## config.mk

```make
export PLATFORM = sky130hd
export DESIGN_NAME = seq_multiplier_flat
export DESIGN_NICKNAME = d
export VERILOG_FILES = /design/src/rtl/seq_multiplier_if.sv /design/src/rtl/seq_multiplier.sv /design/src/flat_wrapper.sv
export SDC_FILE = /design/constraint.sdc
export NUM_CORES = 1
export LEC_CHECK = 0
export BUFFER_PORTS_ARGS = -buffer_cell sky130_fd_sc_hd__clkbuf_2
export CORE_ASPECT_RATIO = 0.9
export CORE_UTILIZATION = 40
export DETAILED_ROUTE_END_ITERATION = 16
export SLEW_MARGIN = 20
export SYNTH_ARGS = -nofsm -noshare
export SYNTH_HDL_FRONTEND = slang
export SYNTH_SLANG_ARGS = --single-unit
```

## constraint.sdc

```tcl
create_clock -name clk -period 2.9 [get_ports clk]
set_input_delay 0 -clock clk [delete_from_list [all_inputs] [get_ports clk]]
set_output_delay 0 -clock clk [all_outputs]
set_load 0.02 [all_outputs]
```

## src/rtl/seq_multiplier_if.sv

```systemverilog
// seq_multiplier_if
//   Operand/result handshake bundle for the iterative multiplier.
//   master : the requester (drives operands, mode and out_ready)
//   slave  : the multiplier (drives in_ready, out_valid, product, busy)
// Signals:
//   in_valid  / in_ready   operand handshake
//   a, b, is_signed        operands and signed/unsigned mode
//   out_valid / out_ready  result handshake
//   product                full 2*DATA_WIDTH result
//   busy                   operation in flight or result pending
interface seq_multiplier_if #(
    parameter int DATA_WIDTH = 8
) ();

    logic                      in_valid;
    logic                      in_ready;
    logic [DATA_WIDTH-1:0]     a;
    logic [DATA_WIDTH-1:0]     b;
    logic                      is_signed;
    logic                      out_valid;
    logic                      out_ready;
    logic [2*DATA_WIDTH-1:0]   product;
    logic                      busy;

    modport master (
        output in_valid,
        output a,
        output b,
        output is_signed,
        output out_ready,
        input  in_ready,
        input  out_valid,
        input  product,
        input  busy
    );

    modport slave (
        input  in_valid,
        input  a,
        input  b,
        input  is_signed,
        input  out_ready,
        output in_ready,
        output out_valid,
        output product,
        output busy
    );

endinterface

```

## src/rtl/seq_multiplier.sv

```systemverilog
// seq_multiplier
//   Radix-2 shift-add multiplier, one partial-product step per clock.
//   Signed operands are converted to magnitudes on acceptance and the
//   result is negated on the last step when the operand signs differ.
// Ports:
//   clk    system clock, rising edge
//   rst_n  asynchronous active-low reset
//   bus    seq_multiplier_if.slave (operand and result handshakes)
//
// state | meaning
// ------+---------------------------------------------------------
// IDLE  | in_ready high, waiting for operands
// RUN   | one shift-add step per cycle, DATA_WIDTH steps total
// DONE  | out_valid high, product held until out_ready
module seq_multiplier #(
    parameter int DATA_WIDTH = 8   // legal range 2..32
) (
    input  logic             clk,
    input  logic             rst_n,
    seq_multiplier_if.slave  bus
);

    localparam int DW = DATA_WIDTH;
    localparam int CW = $clog2(DATA_WIDTH + 1);

    typedef enum logic [1:0] {
        IDLE = 2'd0,
        RUN  = 2'd1,
        DONE = 2'd2
    } state_t;

    state_t            state_q, state_d;
    logic [DW-1:0]     mcand_q, mcand_d;
    // Upper half is the running partial sum, lower half holds the
    // not-yet-consumed multiplier bits; after DW shifts it is the product.
    logic [2*DW-1:0]   acc_q, acc_d;
    logic [CW-1:0]     cnt_q, cnt_d;
    logic              neg_q, neg_d;
    logic [2*DW-1:0]   product_q, product_d;

    logic [DW-1:0]     mag_a;
    logic [DW-1:0]     mag_b;
    logic [DW:0]       sum;
    logic [2*DW-1:0]   acc_step;

    // -2^(DW-1) negates to itself, which is the correct unsigned magnitude.
    always_comb begin
        mag_a = bus.a;
        mag_b = bus.b;
        if (bus.is_signed && bus.a[DW-1]) begin
            mag_a = -bus.a;
        end
        if (bus.is_signed && bus.b[DW-1]) begin
            mag_b = -bus.b;
        end
    end

    always_comb begin
        sum = {1'b0, acc_q[2*DW-1:DW]};
        if (acc_q[0]) begin
            sum = {1'b0, acc_q[2*DW-1:DW]} + {1'b0, mcand_q};
        end
        acc_step = {sum, acc_q[DW-1:1]};
    end

    always_comb begin
        state_d   = state_q;
        mcand_d   = mcand_q;
        acc_d     = acc_q;
        cnt_d     = cnt_q;
        neg_d     = neg_q;
        product_d = product_q;

        unique case (state_q)
            IDLE: begin
                if (bus.in_valid) begin
                    mcand_d = mag_a;
                    acc_d   = {{DW{1'b0}}, mag_b};
                    cnt_d   = CW'(DW);
                    neg_d   = bus.is_signed & (bus.a[DW-1] ^ bus.b[DW-1]);
                    state_d = RUN;
                end
            end
            RUN: begin
                acc_d = acc_step;
                cnt_d = cnt_q - CW'(1);
                if (cnt_q == CW'(1)) begin
                    product_d = neg_q ? -acc_step : acc_step;
                    state_d   = DONE;
                end
            end
            DONE: begin
                if (bus.out_ready) begin
                    state_d = IDLE;
                end
            end
            default: begin
                state_d = IDLE;
            end
        endcase
    end

    always_ff @(posedge clk or negedge rst_n) begin
        if (!rst_n) begin
            state_q   <= IDLE;
            mcand_q   <= '0;
            acc_q     <= '0;
            cnt_q     <= '0;
            neg_q     <= 1'b0;
            product_q <= '0;
        end else begin
            state_q   <= state_d;
            mcand_q   <= mcand_d;
            acc_q     <= acc_d;
            cnt_q     <= cnt_d;
            neg_q     <= neg_d;
            product_q <= product_d;
        end
    end

    assign bus.in_ready  = (state_q == IDLE);
    assign bus.out_valid = (state_q == DONE);
    assign bus.busy      = (state_q != IDLE);
    assign bus.product   = product_q;

endmodule

```

## src/flat_wrapper.sv

```systemverilog
// flat-port wrapper written by rule: the top's interface ports become plain ports
module seq_multiplier_flat 
#(
    parameter int DATA_WIDTH = 8                       
)
  (clk, rst_n, bus_in_valid, bus_a, bus_b, bus_is_signed, bus_out_ready, bus_in_ready, bus_out_valid, bus_product, bus_busy);
  seq_multiplier_if #(.DATA_WIDTH(DATA_WIDTH)) bus_i ();
  input  logic clk;
  input  logic rst_n;
  input wire logic [$bits(bus_i.in_valid)-1:0] bus_in_valid;
  input wire logic [$bits(bus_i.a)-1:0] bus_a;
  input wire logic [$bits(bus_i.b)-1:0] bus_b;
  input wire logic [$bits(bus_i.is_signed)-1:0] bus_is_signed;
  input wire logic [$bits(bus_i.out_ready)-1:0] bus_out_ready;
  output wire logic [$bits(bus_i.in_ready)-1:0] bus_in_ready;
  output wire logic [$bits(bus_i.out_valid)-1:0] bus_out_valid;
  output wire logic [$bits(bus_i.product)-1:0] bus_product;
  output wire logic [$bits(bus_i.busy)-1:0] bus_busy;
  assign bus_i.in_valid = bus_in_valid;
  assign bus_i.a = bus_a;
  assign bus_i.b = bus_b;
  assign bus_i.is_signed = bus_is_signed;
  assign bus_i.out_ready = bus_out_ready;
  assign bus_in_ready = bus_i.in_ready;
  assign bus_out_valid = bus_i.out_valid;
  assign bus_product = bus_i.product;
  assign bus_busy = bus_i.busy;
  seq_multiplier #(.DATA_WIDTH(DATA_WIDTH)) u_core (.clk(clk), .rst_n(rst_n), .bus(bus_i));
endmodule
```

==> reports/results.tsv <==
stage	metric	value	unit
run_status	outcome	completed	
grt	grt_antenna_before_repair	0	
timing	final.period_utilization	89.2	%
placement	place_area	0.00312	sq mm
critical_path	crit_required	3.07	ns
route	route.detailed.drc	0	
placement	placedCellCount	436	
yosys	ys.flop_type	dfrtp_1	
floorplanning	num_rows	28	
critical_path	crit_type	register to register	
route	wire_per_inst	14.1	microns
grt	grt_usage	18.6	%
critical_path	r2r_slack	0.31	ns
timing	grt_setup_unrepaired	false	
yosys	async_flop_share	100	%
yosys	synth-seq-cells	47	
timing	setup_viol	0	
critical_path	crit_fanout	4	
yosys	synth_area	0.00284	sq mm
clocking	path_clk_slew	0.09	ns
yosys	avgSynthCellArea	8.94	sq um
timing	clock.fmax	0.387	GHz
yosys	syn-num-nets	353	
placement	dp_slack	0.344	ns
timing	layout_setup_ws	0.313	ns
timing	hold_viol_final	0	
finish	drive_above_1_share	15.7	%
critical_path	startpoint_type	register	
grt	grt_max_degree	34	
yosys	ys_types	44	
floorplanning	initial_core_util	42.3	%
clocking	post_cts_resize_count	0	
finish	fillCellCount	672	
floorplanning	die_h	82.0	microns
clocking	clockRootBuffer	clkbuf_8	
placement	gp_congestion	0.796	
flow_run	max-cap-violations	0	
clocking	tritoncts	done	
finish	final_cell_mix	49 x nand2_1, 47 x dfrtp_1, 39 x clkbuf_2	
finish	final_core_utilization	48.3	%
power	leakage	1.48	nW
clocking	numCtsBuffers	5	
route	route.vias.total	2328	
grt	grt_overflow	0	
route	drt_wl_total	6280	microns
critical_path	rr_startpoint	u_core.acc_q[8]	
timing	drv_slew	0	
grt	grt_pass1_vias	2231	
clocking	cts_sinks	47	
timing	fin_worst_skew	0.00737	ns
placement	dp_hpwl	4710	microns
timing	slew_headroom	30.0	%
floorplanning	core-area	0.00673	sq mm
clocking	htreeDepth	2	
grt	grt_pass1_wl	10800	microns
finish	area_delta_synth_final	14.3	%
floorplanning	die_w	90.9	microns
clocking	cts_buffer_depth	2	
power	p_per_area	1120	mW/mm^2
yosys	seq_area_frac_synth	41.4	%
worst_hold_path	min_path_type	input port to register	
finish	stdcell_area	0.00325	sq mm
critical_path	r2r_cells	9	
finish	finalNonFillerCells	446	
route	ant_nets	0	
yosys	synth_edf_count	0	
timing	fin_tns_setup	0	ns
critical_path	critPathLaunch	u_core.acc_q[8]	
critical_path	crit_path_end	u_core.bus.product[15]	
critical_path	end_kind	register	
yosys	synthCells	318	
yosys	ys_warn_count	0	
route	drt_iter0_markers	111	
route	firstDrtPassIters	4	
critical_path	regToRegEndpoint	u_core.bus.product[15]	
critical_path	cp.arrival	2.76	ns
placement	port-buffer-count	39	
timing	fin_crit	2.59	ns
clocking	insertion_delay	0.30	ns
power	peakVddDrop	0.000467	V
finish	diodes	0	
timing	worstMarginPinSlew	1.05	ns
route	drt-vias-per-instance	5.22	
floorplanning	top_level_ports	40	
finish	fin_nets	391	
finish	final_common_cell	nand2_1	
floorplanning	die-area	0.00745	sq mm
-- cell type report --
type / count / area, sq um / share of cell area [%]
Clock buffer: 6 / 72.6 / 2.23
Clock inverter: 1 / 30.0 / 0.924
Inverter: 13 / 48.8 / 1.50
Multi-Input combinational cell: 244 / 1560 / 48.1
Sequential cell: 47 / 1180 / 36.2
Tap cell: 90 / 113 / 3.46
Timing Repair Buffer: 45 / 248 / 7.62
-- worst max-delay path: stages (launching register included) --
cell and delay [ns]:
dfrtp_1 0.41, ha_1 0.25, fa_1 0.42, xor2_1 0.18
mux2i_1 0.33, and3b_1 0.24, nand4_1 0.15, o31ai_2 0.25
xnor2_1 0.15, o21ai_1 0.07
-- metrics by stage --
| step | hold WS [ns] | power, W |
|---|---|---|
| final | 0.00995 | 0.00366 |
| after CTS | 0.00440 | 0.00369 |
| after global routing | 0.0187 | 0.00401 |
| after detailed placement | 0.119 | 0.00321 |
| after global placement | 0.117 | 0.00317 |
| after floorplan | -0.296 | 0.00270 |
-- worst min-delay path by stage --
| stage | start | to | slack [ns] | cells after the start |
|---|---|---|---|---|
| 3_3_place_gp | rst_n | u_core.acc_q[3] | 0.12 | 1 |
| 4_1_cts | bus_a[5] | u_core.mcand_q[5] | 0.004 | 3 |
| 5_1_grt | bus_b[4] | u_core.acc_q[4] | 0.02 | 3 |
| 6_report | bus_a[5] | u_core.mcand_q[5] | 0.01 | 3 |
| 3_5_place_dp | rst_n | u_core.acc_q[3] | 0.12 | 1 |
| 2_1_floorplan | rst_n | u_core.acc_q[0] | -0.30 | 0 |
-- sequential cells by signal (all words and copies together), names as in the netlist --
name	count
u_core.acc_q	16
u_core.state_q	2
u_core.cnt_q	4
u_core.mcand_q	8
u_core.bus.product	16
u_core.neg_q	1
-- per-layer routing --
metal | routed length (microns) | track usage, % | part of all wire (%)
met1 | 3330 | 25.7 | 53
met3 | 188 | 3.15 | 3.0
met4 | 74 | 6.67 | 1.2
met2 | 2690 | 29.6 | 43
met5 | 0 | 0 | 0
-- cell families (layout without fill, tap and decap cells) --
kind of cell	Yosys count	in the layout	synth area share [%]
XOR/XNOR	27	27	8.32
AO/OA/AOI/OAI	88	88	19.1
multiplexers	8	8	2.90
AND/OR/NAND/NOR	107	107	18.2
flip-flops	47	47	41.4
buffers and inverters	27	65	3.65
adder cells (fa/ha/maj)	14	14	6.43
-- synthesized netlist by cell type, drive strengths merged, types with 3 or more instances --
master / count / area (sq um)
o21ai: 47 / 235
a21oi: 10 / 50.1
a31oi: 3 / 18.8
nor2b: 3 / 18.8
a211oi: 4 / 40.0
o31ai: 6 / 50.1
ha: 13 / 163
nor2: 13 / 48.8
nand3: 15 / 75.1
o211ai: 3 / 27.5
a22oi: 6 / 45.0
mux2i: 6 / 60.1
inv: 12 / 45.0
nor3: 8 / 51.3
xor2: 11 / 96.3
xnor2: 16 / 140
clkbuf: 12 / 45.0
dfrtp: 47 / 1180
nand2: 49 / 184
o311ai: 3 / 26.3
nand2b: 6 / 37.5
-- repair_timing --
action,in CTS,in global routing
endpoints found under the hold margin,31,0
buffers inserted,0,0
hold buffers,3,0
-- power breakdown --
| group | switching (W) | internal (W) | leakage [nW] | total [W] |
|---|---|---|---|---|
| logic | 0.00113 | 0.000784 | 0.834 | 0.00191 |
| registers | 0.000320 | 0.000954 | 0.594 | 0.00127 |
| clock network | 0.000217 | 0.000253 | 0.0513 | 0.000470 |
| total | 0.00166 | 0.00199 | 1.48 | 0.00366 |
(Power assumes the default switching activity.)
